$ cat config.mk
export PLATFORM = sky130hd
export DESIGN_NAME = nfc_atom_ca_sender_flat
export DESIGN_NICKNAME = d
export VERILOG_FILES = /design/src/rtl/nfc_atom_ca_sender_if.sv /design/src/rtl/nfc_atom_ca_sender.sv /design/src/flat_wrapper.sv
export SDC_FILE = /design/constraint.sdc
export NUM_CORES = 1
export LEC_CHECK = 0
export BUFFER_PORTS_ARGS = -buffer_cell sky130_fd_sc_hd__buf_2
export CELL_PAD_IN_SITES_DETAIL_PLACEMENT = 1
export CELL_PAD_IN_SITES_GLOBAL_PLACEMENT = 2
export CORE_MARGIN = 4
export CORE_UTILIZATION = 32
export CTS_BUF_LIST = sky130_fd_sc_hd__clkbuf_8
export CTS_CLUSTER_DIAMETER = 80
export DETAILED_ROUTE_END_ITERATION = 12
export PLACE_DENSITY_LB_ADDON = 0.1
export REMOVE_ABC_BUFFERS = 1
export SYNTH_ARGS = -nofsm -noshare
export SYNTH_HDL_FRONTEND = slang
export SYNTH_SLANG_ARGS = --single-unit
$ cat constraint.sdc
create_clock -name iSystemClock -period 2.2 [get_ports iSystemClock]
set_input_delay 0.22 -clock iSystemClock [delete_from_list [all_inputs] [get_ports iSystemClock]]
set_output_delay 0.22 -clock iSystemClock [all_outputs]
set_load 0.01 [all_outputs]
$ cat src/rtl/nfc_atom_ca_sender_if.sv
// rtl/nfc_atom_ca_sender_if.sv - request and NAND PHY signal bundle for the atomic CA sender
interface nfc_atom_ca_sender_if #(
   parameter int NumberOfWays = 4
);
   logic                    iCommand;
   logic [NumberOfWays-1:0] iTargetWay;
   logic                    iCASelect;
   logic [15:0]             iNumOfData;
   logic [39:0]             iCAData;
   logic                    oReady;
   logic                    oLastStep;
   logic [NumberOfWays-1:0] oPI_CEn;
   logic                    oPI_CLE;
   logic                    oPI_ALE;
   logic                    oPI_WEn;
   logic [7:0]              oPI_DQ;
   logic                    oPI_DQOE;

   modport master (
      output iCommand, iTargetWay, iCASelect, iNumOfData, iCAData,
      input  oReady, oLastStep, oPI_CEn, oPI_CLE, oPI_ALE, oPI_WEn, oPI_DQ, oPI_DQOE
   );

   modport slave (
      input  iCommand, iTargetWay, iCASelect, iNumOfData, iCAData,
      output oReady, oLastStep, oPI_CEn, oPI_CLE, oPI_ALE, oPI_WEn, oPI_DQ, oPI_DQOE
   );
endinterface

$ cat src/rtl/nfc_atom_ca_sender.sv
// rtl/nfc_atom_ca_sender.sv - atomic command/address sender driving CE#/CLE/ALE/WE#/DQ
module nfc_atom_ca_sender #(
   parameter int NumberOfWays  = 4,
   parameter int SetupCycles   = 2,
   parameter int WEPulseCycles = 2,
   parameter int WEHoldCycles  = 2,
   parameter int HoldCycles    = 2
) (
   input logic                iSystemClock,
   input logic                iReset,
   nfc_atom_ca_sender_if.slave bus
);
   localparam logic [2:0] ST_IDLE    = 3'd0;
   localparam logic [2:0] ST_SETUP   = 3'd1;
   localparam logic [2:0] ST_WE_LOW  = 3'd2;
   localparam logic [2:0] ST_WE_HIGH = 3'd3;
   localparam logic [2:0] ST_HOLD    = 3'd4;
   localparam logic [2:0] ST_DONE    = 3'd5;

   // Timer loads dwell-1 on state entry and the state exits when it reaches zero.
   localparam logic [3:0] T_SETUP = 4'(SetupCycles - 1);
   localparam logic [3:0] T_PULSE = 4'(WEPulseCycles - 1);
   localparam logic [3:0] T_WHOLD = 4'(WEHoldCycles - 1);
   localparam logic [3:0] T_HOLD  = 4'(HoldCycles - 1);

   logic [2:0]              state_q, state_d;
   logic [3:0]              timer_q, timer_d;
   logic [2:0]              cnt_q, cnt_d;
   logic [39:0]             shift_q, shift_d;
   logic [NumberOfWays-1:0] way_q, way_d;
   logic                    casel_q, casel_d;

   logic                    ready_q, ready_d;
   logic                    last_q, last_d;
   logic [NumberOfWays-1:0] cen_q, cen_d;
   logic                    cle_q, cle_d;
   logic                    ale_q, ale_d;
   logic                    wen_q, wen_d;
   logic [7:0]              dq_q, dq_d;
   logic                    dqoe_q, dqoe_d;

   always_comb begin
      state_d = state_q;
      timer_d = timer_q;
      cnt_d   = cnt_q;
      shift_d = shift_q;
      way_d   = way_q;
      casel_d = casel_q;
      case (state_q)
         ST_IDLE: begin
            if (bus.iCommand && ready_q) begin
               way_d   = bus.iTargetWay;
               casel_d = bus.iCASelect;
               shift_d = bus.iCAData;
               cnt_d   = (bus.iNumOfData > 16'd4) ? 3'd4 : bus.iNumOfData[2:0];
               timer_d = T_SETUP;
               state_d = ST_SETUP;
            end
         end
         ST_SETUP: begin
            if (timer_q == 4'd0) begin
               timer_d = T_PULSE;
               state_d = ST_WE_LOW;
            end else begin
               timer_d = timer_q - 4'd1;
            end
         end
         ST_WE_LOW: begin
            if (timer_q == 4'd0) begin
               timer_d = T_WHOLD;
               state_d = ST_WE_HIGH;
            end else begin
               timer_d = timer_q - 4'd1;
            end
         end
         ST_WE_HIGH: begin
            // Keep DQ one cycle past the WE# rise before presenting the next byte.
            if ((cnt_q != 3'd0) && (timer_q == T_WHOLD)) begin
               shift_d = {shift_q[31:0], 8'h00};
            end
            if (timer_q == 4'd0) begin
               if (cnt_q != 3'd0) begin
                  cnt_d   = cnt_q - 3'd1;
                  timer_d = T_PULSE;
                  state_d = ST_WE_LOW;
               end else begin
                  timer_d = T_HOLD;
                  state_d = ST_HOLD;
               end
            end else begin
               timer_d = timer_q - 4'd1;
            end
         end
         ST_HOLD: begin
            if (timer_q == 4'd0) begin
               state_d = ST_DONE;
            end else begin
               timer_d = timer_q - 4'd1;
            end
         end
         ST_DONE: state_d = ST_IDLE;
         default: state_d = ST_IDLE;
      endcase
   end

   // Outputs are decoded from the next state so every pin comes straight from a flop.
   always_comb begin
      ready_d = 1'b1;
      last_d  = 1'b0;
      cen_d   = '1;
      cle_d   = 1'b0;
      ale_d   = 1'b0;
      wen_d   = 1'b1;
      dq_d    = 8'h00;
      dqoe_d  = 1'b0;
      case (state_d)
         ST_SETUP, ST_WE_LOW, ST_WE_HIGH, ST_HOLD: begin
            ready_d = 1'b0;
            cen_d   = ~way_d;
            cle_d   = casel_d;
            ale_d   = ~casel_d;
            wen_d   = (state_d != ST_WE_LOW);
            dq_d    = shift_d[39:32];
            dqoe_d  = 1'b1;
         end
         ST_DONE: begin
            ready_d = 1'b0;
            last_d  = 1'b1;
         end
         default: ;
      endcase
   end

   always_ff @(posedge iSystemClock or posedge iReset) begin
      if (iReset) begin
         state_q <= ST_IDLE;
         timer_q <= 4'd0;
         cnt_q   <= 3'd0;
         shift_q <= 40'd0;
         way_q   <= '0;
         casel_q <= 1'b0;
         ready_q <= 1'b1;
         last_q  <= 1'b0;
         cen_q   <= '1;
         cle_q   <= 1'b0;
         ale_q   <= 1'b0;
         wen_q   <= 1'b1;
         dq_q    <= 8'h00;
         dqoe_q  <= 1'b0;
      end else begin
         state_q <= state_d;
         timer_q <= timer_d;
         cnt_q   <= cnt_d;
         shift_q <= shift_d;
         way_q   <= way_d;
         casel_q <= casel_d;
         ready_q <= ready_d;
         last_q  <= last_d;
         cen_q   <= cen_d;
         cle_q   <= cle_d;
         ale_q   <= ale_d;
         wen_q   <= wen_d;
         dq_q    <= dq_d;
         dqoe_q  <= dqoe_d;
      end
   end

   assign bus.oReady    = ready_q;
   assign bus.oLastStep = last_q;
   assign bus.oPI_CEn   = cen_q;
   assign bus.oPI_CLE   = cle_q;
   assign bus.oPI_ALE   = ale_q;
   assign bus.oPI_WEn   = wen_q;
   assign bus.oPI_DQ    = dq_q;
   assign bus.oPI_DQOE  = dqoe_q;
endmodule

$ cat src/flat_wrapper.sv
// flat-port wrapper written by rule: the top's interface ports become plain ports
module nfc_atom_ca_sender_flat 
#(
   parameter int NumberOfWays  = 4,
   parameter int SetupCycles   = 2,
   parameter int WEPulseCycles = 2,
   parameter int WEHoldCycles  = 2,
   parameter int HoldCycles    = 2
)
  (iSystemClock, iReset, bus_iCommand, bus_iTargetWay, bus_iCASelect, bus_iNumOfData, bus_iCAData, bus_oReady, bus_oLastStep, bus_oPI_CEn, bus_oPI_CLE, bus_oPI_ALE, bus_oPI_WEn, bus_oPI_DQ, bus_oPI_DQOE);
  nfc_atom_ca_sender_if #(.NumberOfWays(NumberOfWays)) bus_i ();
  input logic iSystemClock;
  input logic iReset;
  input wire logic [$bits(bus_i.iCommand)-1:0] bus_iCommand;
  input wire logic [$bits(bus_i.iTargetWay)-1:0] bus_iTargetWay;
  input wire logic [$bits(bus_i.iCASelect)-1:0] bus_iCASelect;
  input wire logic [$bits(bus_i.iNumOfData)-1:0] bus_iNumOfData;
  input wire logic [$bits(bus_i.iCAData)-1:0] bus_iCAData;
  output wire logic [$bits(bus_i.oReady)-1:0] bus_oReady;
  output wire logic [$bits(bus_i.oLastStep)-1:0] bus_oLastStep;
  output wire logic [$bits(bus_i.oPI_CEn)-1:0] bus_oPI_CEn;
  output wire logic [$bits(bus_i.oPI_CLE)-1:0] bus_oPI_CLE;
  output wire logic [$bits(bus_i.oPI_ALE)-1:0] bus_oPI_ALE;
  output wire logic [$bits(bus_i.oPI_WEn)-1:0] bus_oPI_WEn;
  output wire logic [$bits(bus_i.oPI_DQ)-1:0] bus_oPI_DQ;
  output wire logic [$bits(bus_i.oPI_DQOE)-1:0] bus_oPI_DQOE;
  assign bus_i.iCommand = bus_iCommand;
  assign bus_i.iTargetWay = bus_iTargetWay;
  assign bus_i.iCASelect = bus_iCASelect;
  assign bus_i.iNumOfData = bus_iNumOfData;
  assign bus_i.iCAData = bus_iCAData;
  assign bus_oReady = bus_i.oReady;
  assign bus_oLastStep = bus_i.oLastStep;
  assign bus_oPI_CEn = bus_i.oPI_CEn;
  assign bus_oPI_CLE = bus_i.oPI_CLE;
  assign bus_oPI_ALE = bus_i.oPI_ALE;
  assign bus_oPI_WEn = bus_i.oPI_WEn;
  assign bus_oPI_DQ = bus_i.oPI_DQ;
  assign bus_oPI_DQOE = bus_i.oPI_DQOE;
  nfc_atom_ca_sender #(.NumberOfWays(NumberOfWays), .SetupCycles(SetupCycles), .WEPulseCycles(WEPulseCycles), .WEHoldCycles(WEHoldCycles), .HoldCycles(HoldCycles)) u_core (.iSystemClock(iSystemClock), .iReset(iReset), .bus(bus_i));
endmodule
==> results of run 1 <==
## worst paths after layout
| path | endpoint | slack [ns] | cells past startpoint |
|---|---|---|---|
| setup / recovery | u_core.shift_q[1] | 0.25 | 8 |
| hold / removal | u_core.shift_q[3] | 0.09 | 2 |
| setup reg to reg | u_core.shift_q[1] | 0.25 | 8 |
| hold reg to reg | u_core.shift_q[18] | 0.48 | 1 |
| max in group asynchronous | u_core.bus.oPI_CEn[1] | 1.10 | 4 |
| min in group asynchronous | u_core.shift_q[38] | 0.45 | 3 |
## registers in the layout (all words and copies together) (netlist names)
| register | count |
|---|---|
| u_core.bus.oPI_CEn | 4 |
| u_core.bus.oPI_DQ | 8 |
| u_core.bus.oPI_WEn | 1 |
| u_core.cnt_q | 3 |
| u_core.bus.oLastStep | 1 |
| u_core.shift_q | 40 |
| u_core.bus.oPI_CLE | 1 |
| u_core.casel_q | 1 |
| u_core.state_q | 3 |
| u_core.bus.oPI_ALE | 1 |
| u_core.way_q | 4 |
| u_core.bus.oPI_DQOE | 1 |
| u_core.bus.oReady | 1 |
| u_core.timer_q | 4 |
## worst register-to-register path, cell delays in order, from the launching register on
cell	delay (ns)
dfrtp_1	0.33
inv_1	0.07
ha_1	0.21
and2b_4	0.19
nor4_4	0.26
buf_12	0.24
nor2_2	0.07
buf_4	0.25
a22o_1	0.22
## synth_stat cells, types with 2 or more instances
| cell | number | share of area [%] |
|---|---|---|
| a21o_1 | 25 | 5.8 |
| or2_1 | 8 | 1.6 |
| mux2i_1 | 4 | 1.2 |
| o21a_1 | 8 | 1.9 |
| buf_4 | 7 | 1.6 |
| and3_1 | 11 | 2.1 |
| mux2_2 | 5 | 1.7 |
| a211oi_1 | 2 | 0.47 |
| nand2b_1 | 2 | 0.39 |
| a32o_1 | 2 | 0.62 |
| nand2_1 | 7 | 0.82 |
| buf_2 | 8 | 1.2 |
| nor3_1 | 5 | 0.78 |
| dfstp_2 | 6 | 4.9 |
| and2_1 | 2 | 0.39 |
| o21ai_0 | 2 | 0.31 |
| ha_1 | 4 | 1.6 |
| nand3_1 | 2 | 0.31 |
| nor2_1 | 8 | 0.93 |
| nor4_1 | 2 | 0.39 |
| a22o_1 | 40 | 11 |
| inv_1 | 6 | 0.70 |
| dfrtp_1 | 67 | 52 |
## cell families after synthesis
| family | after synthesis | synth area share (%) |
|---|---|---|
| flip-flops | 73 | 57.0 |
| AND/OR/NAND/NOR | 60 | 12.1 |
| adder cells (fa/ha/maj) | 4 | 1.56 |
| XOR/XNOR | 1 | 0.272 |
| AO/OA/AOI/OAI | 88 | 22.0 |
| multiplexers | 9 | 2.99 |
| buffers and inverters | 23 | 4.04 |
## final cells by class
type	instances	area (sq um)
Tap cell	133	166
Multi-Input combinational cell	162	1260
Sequential cell	73	1830
Timing Repair Buffer	90	513
Clock inverter	7	71.3
Inverter	6	23.8
Fill cell	1086	5780
Clock buffer	9	124
## stage by stage
stage | cells | TNS [ns]
2_1_floorplan | 241 | -23.25
3_3_place_gp | 463 | 0
3_5_place_dp | 463 | 0
4_1_cts | 480 | 0
5_1_grt | 480 | 0
6_report | 480 | 0
## report_power, final
group	total, mW	leakage [nW]	internal (mW)	switching (mW)
sequential	2.27	0.909	1.95	0.314
combinational	1.65	1.07	0.845	0.804
clock	1.05	0.0970	0.523	0.526
total	4.97	2.08	3.32	1.64
## routing by layer
metal	wire, microns	part of all wire (%)
met1	3570	48
met2	3460	46
met3	370	4.9
met4	97	1.3
met5	12	0.16
==> key figures, run 1 <==
Pwr
  • Total power: 4.97 mW
  • PD cells: 1240 nW/um^2
  • Worst vdd ir: 0.382 mV
  • Static leakage: 2.08 nW

Clock network
  • Clock Sink Count: 73
  • Post-CTS setup repair buffer count: 0
  • Clk buf depth: 2
  • # hold bufs at CTS: 1
  • Worst-Skew Late Latency: 0.35 ns
  • # resized after CTS: 0
  • CTS buffer count: 9
  • Root Buffer: clkbuf_8
  • Clock transition at path regs: 0.08 ns
  • H-Tree Depth: 3
  • CTS tree: built

Route
  • Initial drt markers: 74
  • 1st-pass router iterations: 4
  • Via Count: 2330
  • Vias/cell: 4.85
  • DRC errors left: 0
  • Routed Antenna Nets: 0
  • Routed WL: 7.51 mm
  • Avg WL per Cell: 15.7 microns

Global routing
  • Initial antenna violation count: 1
  • Met2 GRT Util: 21.0%
  • First-pass GRT wire length: 12.5 mm
  • Overflow after GRT: 0
  • Number of global-route vias before repair: 2446
  • Gr usage total: 13.7%
  • Largest net degree at the start of global routing: 46
  • GRT met1 Usage: 18.3%
  • GR peak layer: met2
  • Met3 usage: 4.24%

Final layout
  • Layout cells sized above 1: 36.3%
  • Commonest cells after routing, fill and taps aside: buf_2 (81), dfrtp_1 (67), a22o_1 (40), a21o_1 (25), and3_1 (10)
  • Final Util: 40.8%
  • Final #Nets: 410
  • Fin area: 3990 sq um
  • Area delta synth->final: 24.0%
  • ANT cells: 0
  • Commonest non-fill, non-tap cell in the layout: buf_2

Setup path
  • Worst r2r src: u_core.cnt_q[0]
  • Worst setup SP type: register
  • CP Class: register to register
  • Crit-path cells: inv_1, ha_1, and2b_4, nor4_4, buf_12, nor2_2, buf_4, a22o_1
  • Crit path max fanout: 33
  • Crit path DAT: 2.18 ns
  • Worst path max stage delay: 0.33 ns
  • Critical Path Start: u_core.cnt_q[0]
  • Slowest cell on crit path: dfrtp_1
  • CP Capture Type: register
  • Critical path required time: 2.43 ns
  • Worst path buffer plus inverter count: 3
  • CP delay by family, top: buffers and inverters

Timing
  • Highest clock rate: 513 MHz
  • Fin crit period: 1.95 ns
  • Final setup fails: 0
  • Fin crit share: 88.6%
  • Actual slew at the worst max-slew pin: 0.542 ns
  • Min Hold Slack: 0.0881 ns
  • Setup Skew: 0.00648 ns
  • RSZ-0062 raised after global routing: no
  • Fin. max-slew vios: 0
  • Final setup margin: 0.252 ns
  • Relative slew slack: 63.8%
  • Hold Vio Cnt, Final: 0

Logic synthesis
  • Synth Register Bits: 73
  • Syn Area/Cell: 12.5 sq um
  • Yosys cell types: 48
  • Yosys warnings: 0
  • Sequential share of the synthesized area: 57.0%
  • Synth Flop Type: dfrtp_1
  • Mapped Area: 3220 sq um
  • Post-synth EDFFs: 0
  • Async set-reset flop share out of synthesis: 100%
  • Syn Inst Count: 258

Die
  • Chip width: 108 microns
  • Initial cell density of the core: 32.9%
  • Row count: 36
  • Die height: 108 microns
  • Die area: 11700 sq um
  • Core area: 9770 sq um
  • I/O pins: 82

Placement
  • GPL Wtd Cong: 0.692
  • Placement Cell Area: 3780 sq um
  • Post-DP HPWL: 5.06 mm
  • Port Buffer Count: 81
  • Post-Place Setup Slack: 0.231 ns

Worst hold path
  • Hold WC Path Type: primary input to register
  • Worst Hold Launch: bus_iCAData[3]

Run status
  • Status: finished clean

Flow run
  • Max_cap viols: 0
No activity file was read; power rests on OpenSTA's default activity.
==> run 2: changes to the inputs <==
--- a/config.mk
+++ b/config.mk
@@ -6,7 +6,7 @@
 export NUM_CORES = 1
 export LEC_CHECK = 0
 export BUFFER_PORTS_ARGS = -buffer_cell sky130_fd_sc_hd__buf_2
-export CELL_PAD_IN_SITES_DETAIL_PLACEMENT = 1
+export CELL_PAD_IN_SITES_DETAIL_PLACEMENT = 2
 export CELL_PAD_IN_SITES_GLOBAL_PLACEMENT = 2
 export CORE_MARGIN = 4
 export CORE_UTILIZATION = 32
==> run 2 against run 1 <==
Effect of this change:
- flip-flop and latch count unchanged
- final area is 1.0% higher
- non-clock buffer count is the same
- critical endpoint is now u_core.shift_q[9]
- largest power group unchanged
==> key figures, run 2 (synthesis results as in run 1) <==
Die
  • Core area: 9770 sq um (unchanged)
  • I/O pins: 82 (unchanged)
  • Die area: 11700 sq um (unchanged)
  • Chip width: 108 microns (unchanged)
  • Die height: 108 microns (unchanged)
  • Row count: 36 (unchanged)
  • Initial cell density of the core: 32.9% (unchanged)

Global routing
  • Largest net degree at the start of global routing: 46 (unchanged)
  • First-pass GRT wire length: 13.0 mm (was 12.5 mm)
  • Overflow after GRT: 0 (unchanged)
  • Number of global-route vias before repair: 2667 (was 2446)
  • Initial antenna violation count: 1 (unchanged)
  • Gr usage total: 14.2% (was 13.7%)

Clock network
  • # resized after CTS: 0 (unchanged)
  • CTS buffer count: 9 (unchanged)
  • Clk buf depth: 2 (unchanged)
  • # hold bufs at CTS: 1 (unchanged)
  • Clock Sink Count: 73 (unchanged)
  • CTS tree: built (unchanged)
  • H-Tree Depth: 3 (unchanged)
  • Worst-Skew Late Latency: 0.35 ns (about the same)
  • Post-CTS setup repair buffer count: 0 (unchanged)
  • Root Buffer: clkbuf_8 (unchanged)
  • Clock transition at path regs: 0.08 ns (about the same)

Setup path
  • Crit path max fanout: 33 (unchanged)
  • Crit path depth: 8 (unchanged)
  • Flop-to-flop setup slack: 0.22 ns (was 0.25 ns)
  • RR Endpoint: u_core.shift_q[9] (was u_core.shift_q[1])
  • Worst path max stage delay: 0.34 ns (was 0.33 ns)
  • Slowest cell on crit path: dfrtp_1 (unchanged)
  • Critical path required time: 2.43 ns (about the same)
  • Critical Path Start: u_core.cnt_q[0] (unchanged)
  • Worst setup SP type: register (unchanged)
  • CP Class: register to register (unchanged)
  • Worst reg-to-reg path cell count: 8 (unchanged)
  • Worst r2r src: u_core.cnt_q[0] (unchanged)
  • CP Capture Type: register (unchanged)
  • Crit path DAT: 2.21 ns (was 2.18 ns)
  • Worst path buffer plus inverter count: 3 (unchanged)
  • CP delay by family, top: buffers and inverters (unchanged)
  • Crit-path cells: inv_1, ha_1, and2b_4, nor4_4, buf_12, nor2_2, buf_4, a21o_1 (was inv_1, ha_1, and2b_4, nor4_4, buf_12, nor2_2, buf_4, a22o_1)

Route
  • Initial drt markers: 47 (was 74)
  • Avg WL per Cell: 16.0 microns (was 15.7 microns)
  • Vias/cell: 4.93 (was 4.85)
  • 1st-pass router iterations: 4 (unchanged)
  • DRC errors left: 0 (unchanged)
  • Routed Antenna Nets: 0 (unchanged)
  • Via Count: 2368 (was 2330)
  • Routed WL: 7.66 mm (was 7.51 mm)

Pwr
  • Sequential share of power: 43.9% (was 45.7%)
  • Switching Fraction: 31.5% (was 33.1%)
  • Worst vdd ir: 0.389 mV (was 0.382 mV)
  • Sw power: 1.63 mW (was 1.64 mW)
  • Clock Power Share: 24.0% (was 21.1%)
  • PD cells: 1290 nW/um^2 (was 1240 nW/um^2)
  • Total power: 5.18 mW (was 4.97 mW)
  • Static leakage: 2.11 nW (was 2.08 nW)
  • Gate power share: 32.1% (was 33.2%)
  • Internal Pwr Total: 3.55 mW (was 3.32 mW)

Worst hold path
  • Worst Hold Launch: bus_iCAData[3] (unchanged)
  • Hold WC Path Type: primary input to register (unchanged)
  • WHS Path Cells: 2 (unchanged)
  • Hold EP: u_core.shift_q[3] (unchanged)

Timing
  • Final setup fails: 0 (unchanged)
  • Final setup margin: 0.220 ns (was 0.252 ns)
  • Final setup TNS: 0 ns (unchanged)
  • Hold Vio Cnt, Final: 0 (unchanged)
  • Fin crit period: 1.98 ns (was 1.95 ns)
  • Highest clock rate: 505 MHz (was 513 MHz)
  • Actual slew at the worst max-slew pin: 0.530 ns (was 0.542 ns)
  • Fin. max-slew vios: 0 (unchanged)
  • Setup Skew: 0.0118 ns (was 0.00648 ns)
  • Fin crit share: 90.0% (was 88.6%)
  • Relative slew slack: 64.6% (was 63.8%)
  • RSZ-0062 raised after global routing: no (unchanged)

Final layout
  • Layout cells sized above 1: 36.0% (was 36.3%)
  • Commonest non-fill, non-tap cell in the layout: buf_2 (unchanged)
  • ANT cells: 0 (unchanged)
  • Final #Nets: 410 (unchanged)
  • Reg with most FFs: u_core.shift_q (unchanged)
  • Fin area: 4030 sq um (was 3990 sq um)
  • Max reg flops: 40 (unchanged)
  • Final Util: 41.2% (was 40.8%)
  • Area delta synth->final: 25.2% (was 24.0%)
  • Commonest cells after routing, fill and taps aside: buf_2 (81), dfrtp_1 (67), a22o_1 (40), a21o_1 (25), and3_1 (10) (unchanged)

Run status
  • Status: finished clean (unchanged)

Placement
  • Post-Place Setup Slack: 0.241 ns (was 0.231 ns)
  • Port Buffer Count: 81 (unchanged)
  • Placement Cell Area: 3780 sq um (unchanged)
  • Post-DP HPWL: 5.27 mm (was 5.06 mm)
  • GPL Wtd Cong: 0.692 (unchanged)

Flow run
  • Max_cap viols: 0 (unchanged)
==> run 2: per-stage QoR <==
step,hold WS (ns),cells
after floorplan,0.360,241
after global placement,0.274,463
after detailed placement,0.285,463
after CTS,0.0710,480
after global routing,0.0701,480
final,0.0895,480
==> run 2: layout make-up <==
class                      count  area, sq um
fill                        1069         5740
sequential                    73         1830
multi-input combinational    162         1260
timing repair buffer          90          513
tap                          133          166
clock buffer                   9          124
clock inverter                 7          111
inverter                       6         23.8
==> run 2: power by group through the flow <==
stage / combinational [mW] / clock [mW] / sequential, mW
after floorplan: 1.11 / 0 / 2.29
after global routing: 1.88 / 1.37 / 2.35
after CTS: 1.71 / 1.30 / 2.28
after global placement: 1.64 / 0 / 2.28
after detailed placement: 1.70 / 0 / 2.30
final: 1.66 / 1.24 / 2.27
==> run 2: per-layer routing <==
layer	part of all wire, %	GRT usage, %	routed length (microns)
met5	0.16	0	12
met4	1.7	6.22	129
met3	3.9	3.16	297
met2	48	22.5	3690
met1	46	18.8	3540
==> run 2: worst max-delay path by stage <==
stage	endpoint
2_1_floorplan	u_core.shift_q[0]
3_3_place_gp	u_core.shift_q[0]
3_5_place_dp	u_core.shift_q[9]
4_1_cts	u_core.shift_q[9]
5_1_grt	u_core.bus.oPI_DQ[7]
6_report	u_core.shift_q[9]
